==> src/rtl/log_spawn_ctrl.sv <==
// rtl/log_spawn_ctrl.sv - log slot spawn scheduler: 5 lanes x 3 slots, frame-paced per-lane spawning
module log_spawn_ctrl #(
    parameter logic [8:0] LANE_Y0    = 9'd64,
    parameter logic [8:0] LANE_PITCH = 9'd40,
    parameter logic [8:0] X_RIGHT    = 9'd480,
    parameter logic [5:0] MIN_GAP    = 6'd12
) (
    input  logic        CLK,
    input  logic        RESETn,
    input  logic        start,
    input  logic        startOfFrame,
    input  logic        timer_done,
    input  logic [1:0]  level,
    input  logic [3:0]  random_0_15,
    input  logic [14:0] despawn,
    output logic [14:0] enable,
    output logic [8:0]  start_offsetY [15],
    output logic [8:0]  start_offsetX [15],
    output logic        busy
);

    typedef enum logic [1:0] {S_IDLE, S_WAIT, S_SCAN, S_DONE} state_t;

    state_t      state_q, state_d;
    logic [2:0]  lane_q, lane_d;
    logic [5:0]  cnt_q [5];
    logic [5:0]  cnt_d [5];
    logic [5:0]  tgt_q [5];
    logic [5:0]  tgt_d [5];
    logic [14:0] en_q, en_d;
    logic [8:0]  offx_q [15];
    logic [8:0]  offx_d [15];
    logic [8:0]  offy_q [15];
    logic [8:0]  offy_d [15];
    logic        busy_q;

    logic [3:0]  base;
    logic [3:0]  slot;
    logic [1:0]  pick;
    logic        found;
    logic [5:0]  cnt_inc;

    always_comb begin
        state_d = state_q;
        lane_d  = lane_q;
        cnt_d   = cnt_q;
        tgt_d   = tgt_q;
        offx_d  = offx_q;
        offy_d  = offy_q;
        en_d    = en_q & ~despawn;
        base    = 4'({1'b0, lane_q} * 4'd3);
        found   = 1'b0;
        pick    = 2'd0;
        for (int k = 0; k < 3; k++) begin
            if (!found && !en_q[base + 4'(k)]) begin
                found = 1'b1;
                pick  = 2'(k);
            end
        end
        slot    = base + {2'b00, pick};
        cnt_inc = (cnt_q[lane_q] == 6'd63) ? 6'd63 : cnt_q[lane_q] + 6'd1;

        case (state_q)
            S_IDLE: begin
                if (start) state_d = S_WAIT;
            end
            S_WAIT: begin
                if (timer_done) begin
                    state_d = S_DONE;
                end else if (startOfFrame) begin
                    state_d = S_SCAN;
                    lane_d  = 3'd0;
                end
            end
            S_SCAN: begin
                cnt_d[lane_q] = cnt_inc;
                // A same-cycle despawn on the chosen slot suppresses the spawn entirely
                if (cnt_inc >= tgt_q[lane_q] && found && !despawn[slot]) begin
                    en_d[slot]    = 1'b1;
                    offx_d[slot]  = lane_q[0] ? X_RIGHT : 9'd0;
                    offy_d[slot]  = LANE_Y0 + {6'd0, lane_q} * LANE_PITCH;
                    cnt_d[lane_q] = 6'd0;
                    tgt_d[lane_q] = MIN_GAP + ({2'b00, random_0_15} >> level);
                end
                if (lane_q == 3'd4) begin
                    state_d = timer_done ? S_DONE : S_WAIT;
                end else begin
                    lane_d = lane_q + 3'd1;
                end
            end
            S_DONE: begin
                if (start) begin
                    state_d = S_WAIT;
                    for (int l = 0; l < 5; l++) cnt_d[l] = 6'd0;
                end
            end
            default: state_d = S_IDLE;
        endcase
    end

    always_ff @(posedge CLK or negedge RESETn) begin
        if (!RESETn) begin
            state_q <= S_IDLE;
            lane_q  <= 3'd0;
            en_q    <= 15'd0;
            busy_q  <= 1'b0;
            for (int l = 0; l < 5; l++) begin
                cnt_q[l] <= 6'd0;
                tgt_q[l] <= MIN_GAP;
            end
            for (int s = 0; s < 15; s++) begin
                offx_q[s] <= 9'd0;
                offy_q[s] <= 9'd0;
            end
        end else begin
            state_q <= state_d;
            lane_q  <= lane_d;
            en_q    <= en_d;
            busy_q  <= (state_d == S_SCAN);
            cnt_q   <= cnt_d;
            tgt_q   <= tgt_d;
            offx_q  <= offx_d;
            offy_q  <= offy_d;
        end
    end

    assign enable        = en_q;
    assign busy          = busy_q;
    assign start_offsetX = offx_q;
    assign start_offsetY = offy_q;

endmodule

==> config.mk <==
export PLATFORM = sky130hd
export DESIGN_NAME = log_spawn_ctrl
export DESIGN_NICKNAME = d
export VERILOG_FILES = /design/src/rtl/log_spawn_ctrl.sv
export SDC_FILE = /design/constraint.sdc
export NUM_CORES = 1
export LEC_CHECK = 0
export CORE_MARGIN = 2
export CORE_UTILIZATION = 40
export DETAILED_ROUTE_END_ITERATION = 10
export PLACE_DENSITY = 0.71
export SLEW_MARGIN = 20
export SYNTH_ARGS = -nofsm -noshare
export SYNTH_HDL_FRONTEND = slang
export SYNTH_SLANG_ARGS = --single-unit
==> constraint.sdc <==
create_clock -name CLK -period 18.55 [get_ports CLK]
set_input_delay 1.855 -clock CLK [delete_from_list [all_inputs] [get_ports CLK]]
set_output_delay 1.855 -clock CLK [all_outputs]
set_load 0.01 [all_outputs]
==> summary.txt <==
STA
  – Fmax: 0.114 GHz
  – Final setup fails: 0
  – Max-slew violation count: 0
  – Worst-Margin Slew: 1.07 ns
  – Clk_skew: 0.0118 ns
  – Final hold violation count: 0
  – Min Tclk post-route: 8.74 ns
  – Unrepaired setup endpoints after global routing: false
  – Setup TNS: 0 ns
  – Tcrit/Tclk final: 0.471
  – Slew headroom: 0.285

Die
  – I/O pin count: around 310
  – Die width: approximately 160 µm
  – Number of cell rows: 57
  – Die Area: 25900 µm²
  – Core Footprint: 24200 µm²
  – Initial core utilization: 0.407
  – Die span in y: ~160 µm

Finish
  – Synth-to-layout area growth: 18.8%
  – Nets: about 1100
  – Finished Layout Cells: approximately 1300
  – Ant diodes: 0
  – Commonest cells after routing, fill and taps aside: clkdlybuf4s50_1 (190), dfrtp_1 (155), conb_1 (120)
  – Final Core Density: 0.483
  – Fill cell count: 2197
  – Most common cell after layout, fill and taps aside: clkdlybuf4s50_1
  – Share of cells above drive strength 1: 0.153
  – Area of the multi-input gates: 4340 µm²
  – Final Cell Area: 11700 µm²
  – Register area: roughly 4200 µm²

Worst hold path
  – Hold Path Class: reg2reg
  – Hold EP: tgt_q[21]
  – HP Start: tgt_q[21]
  – Hold path depth: 2

Routing
  – Final ANT Viol Nets: 0
  – Vias per inst: about 5
  – Via count: between 6000 and 7000
  – Drt pass-1 iters: 5
  – Initial DRC count: 445
  – DR DRC count: 0
  – Avg WL per Cell: around 18 µm
  – Final WL: 24100 µm

Global route
  – Met2 GRT Util: 0.288
  – M1 GR Usage: 0.260
  – Global-route wire length before repair: 37200 µm
  – Total Routing Usage GR: 0.185
  – Largest net degree at the start of global routing: 107
  – GRT busiest layer: met2
  – Initial antenna violation count: 0
  – Remaining global-route overflow: 0
  – GR Layer Usage met3: 0.0395
  – Vias in the first global route: 6352

Clocking
  – CTS tree: built
  – CTS Root Cell: clkbuf_16
  – CTS max path bufs: 2
  – Clock sinks: between 150 and 200
  – H-Tree Depth: 4
  – CTS Buf Count: 17
  – Clock-pin slew on the worst setup and hold paths: 0.06 ns
  – Setup Buffers After CTS: 0
  – Worst skew pair latency: ~0.44 ns
  – Post-CTS resize count: 0
  – # hold bufs at CTS: 0

Place
  – Final HPWL DP: between 15000 and 20000 µm
  – Area after DPL: 11100 µm²
  – Routability cong.: ~0.84
  – Port bufs: 191
  – Placed cells: 1312

Worst setup path
  – Critical Path Source Type: register
  – Worst Setup Path Type: reg2reg
  – CP max-delay cell: fa_1
  – RR Startpoint: lane_q[1]
  – Setup crit end kind: register
  – Worst Path Required: 18.86 ns
  – Critical Path Max Stage Delay: 1.00 ns
  – Crit path arrival time: 9.06 ns
  – Crit-path cells: buf_4 -> inv_1 -> fa_1 -> inv_1 -> ha_1 -> mux4_2 -> mux2_2 -> mux2i_4 -> o311ai_1 -> nor2_1 -> xnor2_1 -> ha_1 -> mux4_2 -> a221oi_1 -> nor2_1 -> a311oi_1 -> nand4_1 -> nor4_2 -> mux2_2
  – Depth of the worst register-to-register path: 19
  – Reg2reg end: start_offsetY[96]
  – Crit Path Max Fanout: 17
  – Worst R2R Setup Slack: 9.81 ns

Power and ir drop
  – Final Power: 1.16 mW
  – Max VDD drop: just over 0.00009 V
  – Leak Pwr: 5.49 nW
  – Cell area power density: 98.8 nW/µm²

Synth
  – FFs w/ async S/R, synth: 1.00
  – Syn Area/Cell: 11.1 µm²
  – Syn Inst Count: 892
  – Synthesized area: 9860 µm²
  – Yosys cell types: 71
  – Post-synth EDFFs: 0
  – Synth warnings: 0
  – Seq cells post-synth: 166
  – Ys flop type: dfrtp_1
  – Sequential area share after synthesis: 0.422

Run
  – Max-Cap Viols: 0

Run status
  – Status: finished, final reports clean
power by group:
part           switching [mW]  leakage [nW]  total (mW)  internal, mW
clock network           0.148         0.281       0.354         0.206
logic                   0.255          3.11       0.398         0.143
registers              0.0236          2.09       0.406         0.382
total                   0.426          5.49        1.16         0.731
flip-flops by register name, indices dropped and copies added, names as in the netlist:
register       count
busy               1
start_offsetY     80
cnt_q             30
start_offsetX     10
state_q            2
tgt_q             25
enable            15
lane_q             3
cells by family (layout without fill, tap and decap cells):
kind of cell    count (synthesis)  in the layout  share of synthesized area
fa+ha+maj                      23             23                     0.0307
compound gates                124            124                     0.0934
other cells                     1            120                   0.000380
flops                         166            166                      0.422
buf+inv                       290            299                      0.182
xor+xnor                        8              8                    0.00977
simple gates                  114            114                     0.0647
mux                           166            166                      0.196
per-stage QoR:
| step | hold slack [ns] | setup WS (ns) |
|---|---|---|
| 2_1_floorplan | 0.444 | 11.67 |
| 3_3_place_gp | 0.453 | 10.17 |
| 3_5_place_dp | 0.455 | 9.93 |
| 4_1_cts | 0.467 | 9.87 |
| 5_1_grt | 0.486 | 9.25 |
| 6_report | 0.467 | 9.81 |
synthesized netlist by cell type, drive strengths merged (9+ instances only):
cell | number | area share
o21ai | 20 | 0.010
mux4 | 9 | 0.021
dfrtp | 156 | 0.40
clkbuf | 25 | 0.0095
nand2 | 35 | 0.014
dfstp | 10 | 0.027
nor2 | 28 | 0.011
a21oi | 30 | 0.017
a32o | 30 | 0.030
inv | 71 | 0.027
mux2 | 86 | 0.10
a21o | 11 | 0.0084
mux2i | 71 | 0.073
ha | 21 | 0.027
buf | 193 | 0.15
nor3 | 9 | 0.0072
worst max-delay path: cells and delay by family (launching register included):
kind                     cells  cell delay, ns
buffers and inverters        3            0.82
XOR/XNOR                     1            0.09
AO/OA/AOI/OAI                3            0.84
multiplexers                 5            1.84
flip-flops                   1            0.77
adder cells (fa/ha/maj)      3            2.10
AND/OR/NAND/NOR              4            2.16
worst max path at each step:
stage,slack (ns),startpoint,endpoint
global placement,10.17,lane_q[1],start_offsetY[96]
CTS,9.87,lane_q[1],start_offsetX[97]
finish,9.81,lane_q[1],start_offsetY[96]
floorplan,11.67,lane_q[2],start_offsetY[21]
global route,9.25,lane_q[1],start_offsetY[95]
detailed placement,9.93,lane_q[1],start_offsetY[96]
routing by layer:
layer / wire length, µm / share of wire / vias up
met5: 0 / 0 / -
met4: 493 / 0.020 / 0
met3: 1550 / 0.064 / 28
met2: 11300 / 0.47 / 325
met1: 10700 / 0.45 / 3325
li1: - / - / 3016
cell type report:
class                      count  share of cell area
clock buffer                  22              0.0396
multi-input combinational    555               0.371
tap                          324              0.0346
timing repair buffer         195               0.166
sequential                   166               0.356
clock inverter                10              0.0103
inverter                      72              0.0231
Power figures use the tool's default switching activity.
